<file path="config.mk">
export PLATFORM = sky130hd
export DESIGN_NAME = wgt_dbuf
export DESIGN_NICKNAME = d
export VERILOG_FILES = /design/src/rtl/wgt_dbuf.sv
export SDC_FILE = /design/constraint.sdc
export NUM_CORES = 1
export LEC_CHECK = 0
export CAP_MARGIN = 20
export CORE_ASPECT_RATIO = 1.1
export CORE_UTILIZATION = 51
export CTS_CLUSTER_SIZE = 12
export DETAILED_ROUTE_END_ITERATION = 10
export HOLD_SLACK_MARGIN = 0.08
export PLACE_DENSITY_LB_ADDON = 0.15
export SLEW_MARGIN = 20
export SYNTH_ARGS = -nofsm -noshare
export SYNTH_HDL_FRONTEND = slang
export SYNTH_SLANG_ARGS = --single-unit
</file>
<file path="constraint.sdc">
create_clock -name clk -period 4.86 [get_ports clk]
set_clock_uncertainty 0.2 [all_clocks]
set_input_delay 1.458 -clock clk [delete_from_list [all_inputs] [get_ports clk]]
set_output_delay 1.458 -clock clk [all_outputs]
set_load 0.01 [all_outputs]
</file>
<file path="src/rtl/wgt_dbuf.sv">
// Double-buffered weight store: a shadow bank loads taps serially while the
// active bank drives wgt_out; a swap promotes a complete shadow set in one edge.
module wgt_dbuf #(
  parameter int DW    = 8,
  parameter int DEPTH = 4
) (
  input  logic                clk,
  input  logic                rst,
  input  logic [DW-1:0]       wgt_input,
  input  logic                wgt_valid,
  output logic                wgt_ready,
  input  logic                wgt_swap,
  input  logic                wgt_clr,
  output logic [DEPTH*DW-1:0] wgt_out,
  output logic                shadow_full,
  output logic                swap_ack,
  output logic                active_vld
);

  localparam int CW = $clog2(DEPTH + 1);
  localparam logic [CW-1:0] LAST = CW'(DEPTH - 1);

  typedef enum logic {LOAD, FULL} state_t;

  state_t        state, state_nxt;
  logic [CW-1:0] count;
  logic [DW-1:0] shadow [DEPTH];
  logic [DW-1:0] active [DEPTH];
  logic          accept, swap_ok;

  // Clear outranks both swap and load, so an offered word is dropped with it.
  assign accept  = wgt_valid && wgt_ready && !wgt_clr;
  assign swap_ok = wgt_swap && (state == FULL) && !wgt_clr;

  // NOTE: sequential state uses non-blocking assignments so every flop
  // samples pre-edge values regardless of process evaluation order.
  always_ff @(posedge clk) begin
    if (rst) state <= LOAD;
    else     state <= state_nxt;
  end

  // NOTE: next-state defaults to the current state before the case, so no
  // path leaves state_nxt unassigned and no latch is inferred.
  always_comb begin
    state_nxt = state;
    case (state)
      LOAD: if (accept && count == LAST) state_nxt = FULL;
      FULL: if (wgt_clr || swap_ok)      state_nxt = LOAD;
      default:                           state_nxt = LOAD;
    endcase
  end

  always_comb begin
    wgt_ready   = (state == LOAD) && !rst;
    shadow_full = (state == FULL);
  end

  // NOTE: both banks are small register arrays, not RAM, so resetting them
  // is cheap and guarantees wgt_out reads zero after reset.
  always_ff @(posedge clk) begin
    if (rst) begin
      count      <= '0;
      swap_ack   <= 1'b0;
      active_vld <= 1'b0;
      for (int k = 0; k < DEPTH; k++) begin
        shadow[k] <= '0;
        active[k] <= '0;
      end
    end else begin
      swap_ack <= 1'b0;
      if (wgt_clr) begin
        count <= '0;
        for (int k = 0; k < DEPTH; k++) shadow[k] <= '0;
      end else if (swap_ok) begin
        count      <= '0;
        swap_ack   <= 1'b1;
        active_vld <= 1'b1;
        for (int k = 0; k < DEPTH; k++) active[k] <= shadow[k];
      end else if (accept) begin
        count     <= count + 1'b1;
        shadow[0] <= wgt_input;
        for (int k = 1; k < DEPTH; k++) shadow[k] <= shadow[k-1];
      end
    end
  end

  always_comb begin
    wgt_out = '0;
    for (int k = 0; k < DEPTH; k++) wgt_out[k*DW +: DW] = active[k];
  end

endmodule

</file>
==> Word level (Yosys, flattened, before mapping) <==
Memories as Yosys holds them, arrays and structs flattened.
Index checks and enable logic that the tools add are counted.
{ "op_classes": {"add_sub_neg": 1, "multipliers": 0, "n_div": 0, "magnitude_cmp": 0, "n_eq_ne": 1, "shifts": 0, "mux": 29, "bitwise_logic": 14, "reduce_logical": 11} }
{ "op_table": {"columns": ["op", "count"], "rows": [
  ["two-way mux 8 bit", 12],
  ["two-way mux 1 bit", 16],
  ["OR 1 bit", 12],
  ["logical AND 1 bit", 6],
  ["adder 3 x 1 -> 3 bit (second input constant)", 1],
  ["== test 3 x 2 -> 1 bit (second input constant)", 1],
  ["OR reduction 3 bit", 1],
  ["zero test 1 bit", 2],
  ["NOT 1 bit", 2],
  ["one-hot mux 1 bit (2 select lines)", 1],
  ["AND reduction 2 bit", 1],
  ["logical OR 1 bit", 1]
]} }
{ "totals": {"ff_bits": 6, "latch_bits": 0, "mem_bits_rw": 64, "romBits": 0, "input_bits": 13, "output_inout_bits": 36, "wordCells": 62, "mem_count": 2} }
{ "mem_list": {"columns": ["name", "words", "width", "rd", "rd_clocked_by_memory_dff", "wr", "line_no", "rtl"], "rows": [
  ["active", 4, 8, 4, 0, 4, "28", "logic [DW-1:0] active [DEPTH];"],
  ["shadow", 4, 8, 4, 0, 4, "27", "logic [DW-1:0] shadow [DEPTH];"]
]} }

==> Longest topological paths before layout <==
Gate-level depths: netlist (run 1).
{ "logic_depth": {"word_depth": 10, "mapped_depth": 4, "depth_no_buf": 4} }

==> Least setup slack after synthesis (run 1) <==
OpenSTA, ideal clock, no wires.
{ "synth_timing": {"path_type": "input to register", "start": "input wgt_swap", "end": "memory active[0][0], enable pin", "setup_ps": 466, "arrival_ps": 3862, "required_time_ps": 4194, "setup_slack_ps": 333, "cell_stages": 2, "path_buffers": 0, "path_cell_list": "nand2_1 > o21ai_0"} }
{ "synth_rtl": {"columns": ["item", "line_no", "rtl"], "rows": [
  ["start: declaration", "12", "input logic wgt_swap,"],
  ["end: declaration", "28", null]
]} }

==> Final worst setup path (run 1) <==
{ "layout_timing": {"start": "input rst", "end": "output wgt_ready"} }
{ "layout_via": {"elab_chain_len": 2} }
{ "layout_rtl": {"columns": ["item", "line_no", "rtl"], "rows": [
  ["start: declaration", "8", "input logic rst,"],
  ["zero test 1 bit", "54", "wgt_ready = (state == LOAD) && !rst;"],
  ["logical AND 1 bit", "54", null],
  ["end: declaration", "11", "output logic wgt_ready,"]
]} }
No other way between the ends.

==> results.txt, run 1 <==
----------------------------------------------------
[Run status]
  Run status ... finished with violations
  Violations in the final reports ... DRC

[STA]
  Final-report setup violation count ... 0
  Final critical-path setup slack ... between 0.5 and 0.6 ns
  Headroom to the max-slew limit ... 33.57%
  Max-slew violation count ... 0
  Setup Total Neg Slack ... 0 ns
  Unrepaired setup endpoints after global routing ... false
  Min cycle time layout ... 4.359 ns
  Post-route clock period utilization ... about nine tenths
  Hold Violations, Final ... 0
  Actual transition at the worst max-transition pin ... approximately 0.99 ns
  Highest clock frequency the design can meet ... about 230 MHz

[Logic synthesis]
  Leading register cell type out of synthesis ... sky130_fd_sc_hd__edfxtp_1
  Portion of netlist area occupied by mux cells ... 0%
  Post-synthesis cell count ... roughly 180
  Compound-Gate Fraction of Synth Area ... between 3 and 4%
  Library cell occupying the most area in the post-synthesis netlist ... sky130_fd_sc_hd__edfxtp_1
  Warnings, synthesis ... 0
  Adder-cell share of the synthesized area ... less than 1%
  Yosys top cell area share ... approximately 64%
  Unique cell type count in the Yosys netlist ... 19
  Xor and xnor area share after synthesis ... 0%
  Simple-gate share of the synthesized area ... roughly a fifth
  Share of synthesized flip-flops with an asynchronous set or reset ... 0%
  Syn Std Cell Area ... ~2600 µm²
  Top cells by area, synth ... sky130_fd_sc_hd__edfxtp_1 64%, sky130_fd_sc_hd__and2_1 13%, sky130_fd_sc_hd__dfxtp_1 11%
  Net Count, Synth ... approximately 200
  Seq/Total Area, Yosys ... 74.56%
  Post-Synthesis Mean Instance Area ... between 10 and 15 µm²
  Number of enable flip-flop cells after synthesis ... 56
  Count of state elements after synthesis ... 70
  Top cells by count, synth ... 56 x sky130_fd_sc_hd__and2_1, 56 x sky130_fd_sc_hd__edfxtp_1, 24 x sky130_fd_sc_hd__nand2_1
  Largest family of logic cells by synthesized area ... simple AND/OR/NAND/NOR gates

[Worst setup path]
  Kind of start point of the critical path ... primary input
  Cell repeated most along the worst path ... sky130_fd_sc_hd__clkdlybuf4s50_1
  Worst Setup Path Type ... in2out
  Critical path launch point ... rst
  Type of destination of the critical path ... primary output
  Slowest-stage cell, CP ... sky130_fd_sc_hd__clkdlybuf4s50_1
  Worst EP arrival ... approximately 2.7 ns
  FF-to-FF Start ... shadow_full
  Maximum fanout along the worst path ... 5
  CP Data Required Time ... ~3.2 ns
  Cells traversed along the worst timing path ... clkdlybuf4s50_1 -> nor2_1 -> clkdlybuf4s50_1
  Largest stage delay on the critical path ... roughly 0.54 ns

[Clock network]
  CTS tree ... built
  Post-CTS Setup Bufs ... 0
  Skew-Pair Late Insertion Delay ... roughly 0.34 ns
  CTS Sinks ... 70
  Number of buffers inserted for hold repair after clock tree synthesis ... 0
  TritonCTS Buffers ... 9
  Clock slew at the register clock pins of the worst setup and hold paths ... around 0.07 ns
  Count of cells resized by post-cts repair ... 0
  Deepest clock path buffer count ... 2
  CTS H-Tree Depth ... 3
  Master cell of the clock root buffer ... sky130_fd_sc_hd__clkbuf_8

[Drt]
  Drt pass-1 iters ... 7
  Detailed-route DRC error count ... 11
  Remaining antenna violation count ... 0
  DR iter-0 viols ... 100
  Vias after detailed routing ... roughly 1500
  Average wire per standard cell ... around 12 µm
  Ratio of routed vias to standard cells ... 4.910
  Total wire length after detailed routing ... about 3700 µm

[Die]
  # rows ... 27
  Effective utilization at floorplan ... 52.63%
  Area enclosed by the die boundary ... around 5500 µm²
  Std-Cell Core Area ... between 4000 and 5000 µm²
  Die height ... 77.34 µm
  DIE WIDTH ... about 70 µm
  I/O Pins ... between 40 and 50

[Global route]
  Remaining global-route overflow ... 0
  Largest net degree at the start of global routing ... 42
  Global Route Usage Sum ... around 15%
  Initial antenna violation count ... 0
  First-pass GRT wire length ... between 5000 and 6000 µm
  Via count of the first global-routing pass ... approximately 1300

[Run]
  Max_cap viols ... 0

[Placed design]
  Detailed Place HPWL ... around 2300 µm
  Pre-CTS setup slack ... just under 0.5 ns
  Routability congestion estimate ... 0.7153
  Number of port buffers ... 48
  Number of cells in the design after placement ... 284

[Power and ir drop]
  P per Cell Area ... roughly 340 nW/µm²
  Worst vdd ir ... around 0.21 mV
  Leakage power figure ... 1.238 nW
  Pwr Total ... roughly 0.0011 W

[Hold path]
  Startpoint of the worst hold path ... active_vld
  Min-Delay Path Class ... reg2reg

[Final layout]
  Share of cells above drive strength 1 ... roughly 7.4%
  Area delta synth->final ... 26.20%
  Final non-filler cell total ... 300
  Antenna cells ... 0
  Count of nets after finishing ... between 200 and 300

----------------------------------------------------
## routing by layer
| metal | GRT usage, % | routed length, µm | vias to the layer above | part of all wire, % |
|---|---|---|---|---|
| li1 | - | - | 738 | - |
| met1 | 15.72 | 1604 | 681 | 43 |
| met2 | 24.85 | 1794 | 42 | 49 |
| met3 | 3.636 | 187 | 12 | 5.1 |
| met4 | 12.86 | 106 | 0 | 2.9 |
| met5 | 0 | 0 | - | 0 |
## critical path: cells and delay by family
kind / cells / cell delay (ns)
and+or+nand+nor: 1 / 0.16
buffers and inverters: 2 / 1.08
## registers in the layout (all words and copies together), names as in the netlist
name,count
shadow,32
swap_ack,1
active,32
active_vld,1
shadow_full,1
count,3
## where the power goes
part / internal [W] / total, W / switching, W
logic: 0.0000306 / 0.0000592 / 0.0000286
registers: 0.000669 / 0.000677 / 0.00000765
clock network: 0.000181 / 0.000382 / 0.000201
## stage by stage
stage          cell area (µm²)  hold slack, ns  util, %
3_3_place_gp              3163          0.2339    63.26
5_1_grt                   3321          0.2764    66.42
3_5_place_dp              3163          0.2435    63.26
4_1_cts                   3321          0.2645    66.42
6_report                  3321          0.2612    66.42
2_1_floorplan             2631          0.2283        -
## area by class of cell
type,count,area (µm²)
Sequential cell,70,1962
Fill cell,380,1679
Multi-Input combinational cell,104,625.6
Timing Repair Buffer,50,495.5
Clock buffer,11,131.4
Tap cell,58,72.57
Clock inverter,5,26.28
Inverter,2,7.507
## cells in the final DEF, fill, tap and decap left out
cell                              netlist  layout
sky130_fd_sc_hd__and2_1                56      56
sky130_fd_sc_hd__edfxtp_1              56      56
sky130_fd_sc_hd__clkdlybuf4s50_1        0      48
sky130_fd_sc_hd__nand2_1               24      24
sky130_fd_sc_hd__dfxtp_1               14      14
sky130_fd_sc_hd__o21ai_0               11      10
sky130_fd_sc_hd__clkbuf_8               0       9
sky130_fd_sc_hd__clkinv_2               0       3
sky130_fd_sc_hd__inv_1                  2       2
sky130_fd_sc_hd__nor2_1                 2       2
sky130_fd_sc_hd__ha_1                   2       2
sky130_fd_sc_hd__clkbuf_1               0       2
sky130_fd_sc_hd__buf_4                  3       2
sky130_fd_sc_hd__nor2b_1                1       1
sky130_fd_sc_hd__nor3_4                 1       1
sky130_fd_sc_hd__o21ai_4                0       1
sky130_fd_sc_hd__nor4b_4                1       1
sky130_fd_sc_hd__nand2b_1               1       1
sky130_fd_sc_hd__o21a_1                 1       1
sky130_fd_sc_hd__a21boi_0               1       1
sky130_fd_sc_hd__a21o_1                 1       1
sky130_fd_sc_hd__o22ai_1                1       1
sky130_fd_sc_hd__a21oi_1                1       1
sky130_fd_sc_hd__clkinvlp_4             0       1
sky130_fd_sc_hd__clkinv_1               0       1
## path summary, 6_finish.rpt
path / end / cells past startpoint / slack, ns
max reg2reg: active[0][6] / 2 / 2.79
min reg2reg: active_vld / 1 / 0.26
min: active_vld / 1 / 0.26
max: wgt_ready / 3 / 0.50
## kinds of logic (layout without fill, tap and decap cells)
| kind of cell | Yosys count | in the layout |
|---|---|---|
| AND/OR/NAND/NOR | 86 | 86 |
| AO/OA/AOI/OAI | 16 | 16 |
| flip-flops | 70 | 70 |
| buffers and inverters | 10 | 68 |
| adder cells (fa/ha/maj) | 2 | 2 |
Power figures use the tool's default switching activity.
==> inputs of run 2 (changes only) <==
- ABC_CLOCK_PERIOD_IN_PS: unset -> 4860
- GPL_TIMING_DRIVEN: unset -> 0
==> results.txt, run 2 (synthesis results as in run 1) <==
----------------------------------------------------
[Final layout]
  Antenna cells ... 0 (unchanged)
  Final instance area ... 3428 µm² (was 3321 µm²)
  Filler cell count in the final layout ... 367 (was 380)
  Count of nets after finishing ... 259 (was 252)
  Area delta synth->final ... 30.29% (was 26.20%)
  Register area ... 1962 µm² (unchanged)
  Commonest cells after routing, fill and taps aside ... 56 x sky130_fd_sc_hd__and2_1, 56 x sky130_fd_sc_hd__edfxtp_1, 48 x sky130_fd_sc_hd__clkdlybuf4s50_1 (unchanged)
  Share of cells above drive strength 1 ... 10.04% (was 7.438%)
  Registers with the most flip-flops ... active (32), shadow (32), count (3) (unchanged)
  Footprint of the multi-input gates ... 625.6 µm² (unchanged)

[Clock network]
  CTS tree ... built (unchanged)
  CTS H-Tree Depth ... 3 (unchanged)
  Deepest clock path buffer count ... 2 (unchanged)
  TritonCTS Buffers ... 9 (unchanged)
  Clock slew at the register clock pins of the worst setup and hold paths ... 0.07 ns (about the same)
  CTS Sinks ... 70 (unchanged)
  Master cell of the clock root buffer ... sky130_fd_sc_hd__clkbuf_8 (unchanged)
  Post-CTS Setup Bufs ... 0 (unchanged)
  Skew-Pair Late Insertion Delay ... 0.34 ns (about the same)
  Count of cells resized by post-cts repair ... 0 (unchanged)
  Number of buffers inserted for hold repair after clock tree synthesis ... 0 (unchanged)

[STA]
  Unrepaired setup endpoints after global routing ... false (unchanged)
  Final-report setup violation count ... 0 (unchanged)
  Hold Violations, Final ... 0 (unchanged)
  Actual transition at the worst max-transition pin ... 0.7180 ns (was 0.9927 ns)
  Max-slew violation count ... 0 (unchanged)
  Highest clock frequency the design can meet ... 229.9 MHz (was 229.4 MHz)
  Post-route clock period utilization ... 89.52% (was 89.69%)
  Headroom to the max-slew limit ... 52.02% (was 33.57%)
  Min cycle time layout ... 4.351 ns (was 4.359 ns)
  Final critical-path setup slack ... 0.5095 ns (was 0.5011 ns)

[Worst setup path]
  Kind of start point of the critical path ... primary input (unchanged)
  Cells traversed along the worst timing path ... clkdlybuf4s50_1 -> nor2_1 -> clkdlybuf4s50_1 (unchanged)
  Worst EP arrival ... 2.69 ns (was 2.70 ns)
  Number of buffers and inverters on the critical path ... 2 (unchanged)
  Critical path launch point ... rst (unchanged)
  CP Data Required Time ... 3.20 ns (about the same)
  Cell class contributing the biggest share of worst-path delay ... buffers and inverters (unchanged)
  Largest stage delay on the critical path ... 0.54 ns (about the same)
  Cell repeated most along the worst path ... sky130_fd_sc_hd__clkdlybuf4s50_1 (unchanged)
  Slowest-stage cell, CP ... sky130_fd_sc_hd__clkdlybuf4s50_1 (unchanged)
  Worst Setup Path Type ... in2out (unchanged)
  Maximum fanout along the worst path ... 5 (unchanged)
  FF-to-FF Start ... shadow_full (unchanged)
  Type of destination of the critical path ... primary output (unchanged)

[Global route]
  Global Route Usage Sum ... 17.20% (was 14.91%)
  Via count of the first global-routing pass ... 1431 (was 1340)
  Largest net degree at the start of global routing ... 22 (was 42)
  Remaining global-route overflow ... 0 (unchanged)
  Initial antenna violation count ... 0 (unchanged)
  First-pass GRT wire length ... 6713 µm (was 5871 µm)

[Die]
  I/O Pins ... 49 (unchanged)
  Area enclosed by the die boundary ... 5451 µm² (unchanged)
  DIE WIDTH ... 70.49 µm (unchanged)
  Std-Cell Core Area ... 5000 µm² (unchanged)
  # rows ... 27 (unchanged)
  Die height ... 77.34 µm (unchanged)
  Effective utilization at floorplan ... 52.63% (unchanged)

[Power and ir drop]
  Worst vdd ir ... 0.2058 mV (was 0.2098 mV)
  Leakage power figure ... 1.303 nW (was 1.238 nW)
  P per Cell Area ... 359.1 nW/µm² (was 336.7 nW/µm²)

[Drt]
  Remaining antenna violation count ... 0 (unchanged)
  Detailed-route DRC error count ... 10 (was 11)
  Average wire per standard cell ... 13.42 µm (was 12.31 µm)
  Vias after detailed routing ... 1487 (was 1473)
  Drt pass-1 iters ... 7 (unchanged)
  DR iter-0 viols ... 121 (was 100)
  Ratio of routed vias to standard cells ... 4.844 (was 4.910)
  Total wire length after detailed routing ... 4120 µm (was 3692 µm)

[Placed design]
  Pre-CTS setup slack ... 0.4929 ns (was 0.4951 ns)
  Number of port buffers ... 48 (unchanged)
  Cell area reported after detailed placement ... 3223 µm² (was 3163 µm²)
  Detailed Place HPWL ... 2833 µm (was 2292 µm)
  Routability congestion estimate ... 0.7674 (was 0.7153)

[Run]
  Max_cap viols ... 0 (unchanged)

[Run status]
  Violations in the final reports ... DRC (unchanged)
  Run status ... finished with violations (unchanged)

[Hold path]
  Min-Delay Path Class ... reg2reg (unchanged)
  Startpoint of the worst hold path ... count[0] (was active_vld)

----------------------------------------------------
==> run 2: worst paths after layout <==
| check | endpoint | cells past startpoint | slack, ns |
|---|---|---|---|
| max reg2reg | shadow[0][4] | 3 | 2.99 |
| min | count[0] | 1 | 0.26 |
| min reg2reg | count[0] | 1 | 0.26 |
| max | wgt_ready | 3 | 0.51 |
==> run 2: power by group <==
group,internal (W),switching (W),leakage (nW)
Sequential,0.000669,0.00000838,0.710
Combinational,0.0000335,0.0000300,0.488
Clock,0.000286,0.000204,0.105
Total,0.000988,0.000243,1.30
==> run 2: per-layer routing <==
| metal | GRT usage [%] | wire (µm) | vias to the layer above |
|---|---|---|---|
| met4 | 9.796 | 73 | 0 |
| met2 | 28.35 | 2058 | 42 |
| met3 | 4.675 | 185 | 6 |
| met5 | 0 | 0 | - |
| li1 | - | - | 751 |
| met1 | 20.34 | 1802 | 688 |
==> run 2: area by class of cell <==
class | instances | area share, %
Timing Repair Buffer | 49 | 14.82
Buffer | 8 | 1.387
Multi-Input combinational cell | 104 | 18.25
Tap cell | 58 | 2.117
Sequential cell | 70 | 57.23
Clock inverter | 5 | 2.153
Inverter | 2 | 0.2190
Clock buffer | 11 | 3.832
==> run 2: worst register-to-register path: stages, from the launching register on <==
cell and delay [ns]:
sky130_fd_sc_hd__dfxtp_1 0.38, sky130_fd_sc_hd__nor2b_1 0.22, sky130_fd_sc_hd__nand2_1 0.12, sky130_fd_sc_hd__nand2_1 0.57
==> run 2: metrics by stage <==
step	std cells	utilization (%)	total power, W	hold WS, ns	TNS, ns
3_5_place_dp	291	64.46	0.0007546	0.2515	0
3_3_place_gp	290	63.69	0.0007504	0.2356	-31.84
2_1_floorplan	184	-	0.0007132	0.2283	0
6_report	307	68.57	0.001231	0.2625	0
4_1_cts	307	68.57	0.001240	0.2656	0
5_1_grt	307	68.57	0.001271	0.2805	0
==> inputs of run 3 (changes only) <==
- ABC_CLOCK_PERIOD_IN_PS: 4860 -> 3800
- CORE_UTILIZATION: 51 -> 46
- SKIP_LAST_GASP: unset -> 1
- clock period: 4.86 -> 3.8 ns (I/O delays scaled with it)
==> results.txt, run 3 (synthesis results as in run 1) <==
----------------------------------------------------
[Placed design]
  Routability congestion estimate ... 0.7315 (was 0.7674)
  Pre-CTS setup slack ... 0.06706 ns (was 0.4929 ns)
  Number of port buffers ... 48 (unchanged)
  Cell area reported after detailed placement ... 3244 µm² (was 3223 µm²)
  Detailed Place HPWL ... 2803 µm (was 2833 µm)
  Number of cells in the design after placement ... 308 (was 291)

[Die]
  I/O Pins ... 49 (unchanged)
  Effective utilization at floorplan ... 48.46% (was 52.63%)
  Area enclosed by the die boundary ... 6027 µm² (was 5451 µm²)
  DIE WIDTH ... 74.11 µm (was 70.49 µm)
  Std-Cell Core Area ... 5430 µm² (was 5000 µm²)
  # rows ... 28 (was 27)
  Die height ... 81.33 µm (was 77.34 µm)

[Final layout]
  Final instance area ... 3452 µm² (was 3428 µm²)
  Registers with the most flip-flops ... active (32), shadow (32), count (3) (unchanged)
  Share of cells above drive strength 1 ... 11.24% (was 10.04%)
  Antenna cells ... 0 (unchanged)
  Count of nets after finishing ... 259 (unchanged)
  Area delta synth->final ... 31.19% (was 30.29%)
  Commonest cells after routing, fill and taps aside ... 56 x sky130_fd_sc_hd__and2_1, 56 x sky130_fd_sc_hd__edfxtp_1, 48 x sky130_fd_sc_hd__clkdlybuf4s50_1 (unchanged)
  Final non-filler cell total ... 324 (was 307)
  Final core utilization ... 63.57% (was 68.57%)

[Drt]
  Average wire per standard cell ... 12.34 µm (was 13.42 µm)
  Ratio of routed vias to standard cells ... 4.549 (was 4.844)
  DR iter-0 viols ... 78 (was 121)
  Remaining antenna violation count ... 0 (unchanged)
  Vias after detailed routing ... 1474 (was 1487)
  Total wire length after detailed routing ... 3999 µm (was 4120 µm)
  Drt pass-1 iters ... 4 (was 7)
  Detailed-route DRC error count ... 0 (was 10)

[Global route]
  Largest net degree at the start of global routing ... 22 (unchanged)
  First-pass GRT wire length ... 6617 µm (was 6713 µm)
  Via count of the first global-routing pass ... 1408 (was 1431)
  Remaining global-route overflow ... 0 (unchanged)
  Global Route Usage Sum ... 16.01% (was 17.20%)
  Initial antenna violation count ... 0 (unchanged)

[Worst setup path]
  Slowest-stage cell, CP ... sky130_fd_sc_hd__clkdlybuf4s50_1 (unchanged)
  Largest stage delay on the critical path ... 0.55 ns (was 0.54 ns)
  Type of destination of the critical path ... primary output (unchanged)
  CP Data Required Time ... 2.46 ns (was 3.20 ns)
  Kind of start point of the critical path ... primary input (unchanged)
  Worst Setup Path Type ... in2out (unchanged)
  Cells traversed along the worst timing path ... clkdlybuf4s50_1 -> nor2_1 -> clkdlybuf4s50_1 (unchanged)
  Worst EP arrival ... 2.38 ns (was 2.69 ns)
  Maximum fanout along the worst path ... 5 (unchanged)
  Cell repeated most along the worst path ... sky130_fd_sc_hd__clkdlybuf4s50_1 (unchanged)
  Cell class contributing the biggest share of worst-path delay ... buffers and inverters (unchanged)
  Number of buffers and inverters on the critical path ... 2 (unchanged)

[Run status]
  Run status ... complete, no violations (was finished with violations)

[STA]
  Max-slew violation count ... 0 (unchanged)
  Final-report setup violation count ... 0 (unchanged)
  Headroom to the max-slew limit ... 54.60% (was 52.02%)
  Unrepaired setup endpoints after global routing ... false (unchanged)
  Actual transition at the worst max-transition pin ... 0.6793 ns (was 0.7180 ns)
  Post-route clock period utilization ... about 98%
  Highest clock frequency the design can meet ... between 200 and 300 MHz
  Min cycle time layout ... approximately 3.7 ns
  Final critical-path setup slack ... 0.08423 ns (was 0.5095 ns)
  Hold Violations, Final ... 0 (unchanged)

[Power and ir drop]
  Worst vdd ir ... 0.2953 mV (was 0.2058 mV)
  P per Cell Area ... 450.6 nW/µm² (was 359.1 nW/µm²)
  Leakage power figure ... 1.304 nW (was 1.303 nW)

[Clock network]
  Post-CTS Setup Bufs ... 0 (unchanged)
  Master cell of the clock root buffer ... sky130_fd_sc_hd__clkbuf_8 (unchanged)
  Skew-Pair Late Insertion Delay ... 0.33 ns (was 0.34 ns)
  CTS Sinks ... 70 (unchanged)
  TritonCTS Buffers ... 9 (unchanged)
  Number of buffers inserted for hold repair after clock tree synthesis ... 0 (unchanged)
  Clock slew at the register clock pins of the worst setup and hold paths ... 0.07 ns (about the same)
  CTS tree ... built (unchanged)
  Deepest clock path buffer count ... 2 (unchanged)
  CTS H-Tree Depth ... 3 (unchanged)
  Count of cells resized by post-cts repair ... 0 (unchanged)

[Hold path]
  Min-Delay Path Class ... reg2reg (unchanged)

[Run]
  Max_cap viols ... 0 (unchanged)

----------------------------------------------------
-- run 3: changes by cell type in the layout (fill, tap and decap cells not counted) --
| cell | previous run | this run |
|---|---|---|
| sky130_fd_sc_hd__clkbuf_8 | 9 | 11 |
| sky130_fd_sc_hd__clkbuf_1 | 2 | 0 |
| sky130_fd_sc_hd__bufinv_16 | 2 | 1 |
| sky130_fd_sc_hd__clkinvlp_4 | 0 | 1 |
| sky130_fd_sc_hd__inv_6 | 0 | 1 |
| sky130_fd_sc_hd__clkinv_1 | 1 | 0 |
-- run 3: layout make-up --
type                    instances  area, µm²
fillers                       427       1978
flip-flops and latches         70       1962
multi-input cells             104      625.6
repair buffers                 49      508.0
clock buffers                  11      151.4
well taps                      75      93.84
clock inverters                 5      56.30
plain buffers                   8      47.55
inverters                       2      7.507
-- run 3: metrics by stage --
step	power [W]	setup TNS [ns]	hold WS [ns]
floorplan	0.0009116	0	0.2283
finish	0.001555	0	0.2633
CTS	0.001568	0	0.2683
global route	0.001611	0	0.2937
global placement	0.0009595	-19.51	0.2354
detailed placement	0.0009644	0	0.2513
-- run 3: worst paths after layout --
kind | slack [ns] | from | endpoint | cells after the start
max | 0.08 | rst | wgt_ready | 3
min reg2reg | 0.26 | count[0] | count[0] | 1
max reg2reg | 1.90 | shadow_full | shadow[3][7] | 3
min | 0.26 | count[0] | count[0] | 1
-- run 3: power by group --
part	internal [W]	switching, W
clock network	0.000339	0.000271
registers	0.000855	0.00000975
logic	0.0000428	0.0000381
-- run 3: metal layers --
| metal | part of all wire [%] | GRT usage (%) | wire length (µm) |
|---|---|---|---|
| met1 | 43 | 18.39 | 1733 |
| met2 | 50 | 25.91 | 1989 |
| met3 | 4.6 | 5.459 | 185 |
| met4 | 2.3 | 9.231 | 91 |
| met5 | 0 | 0 | 0 |
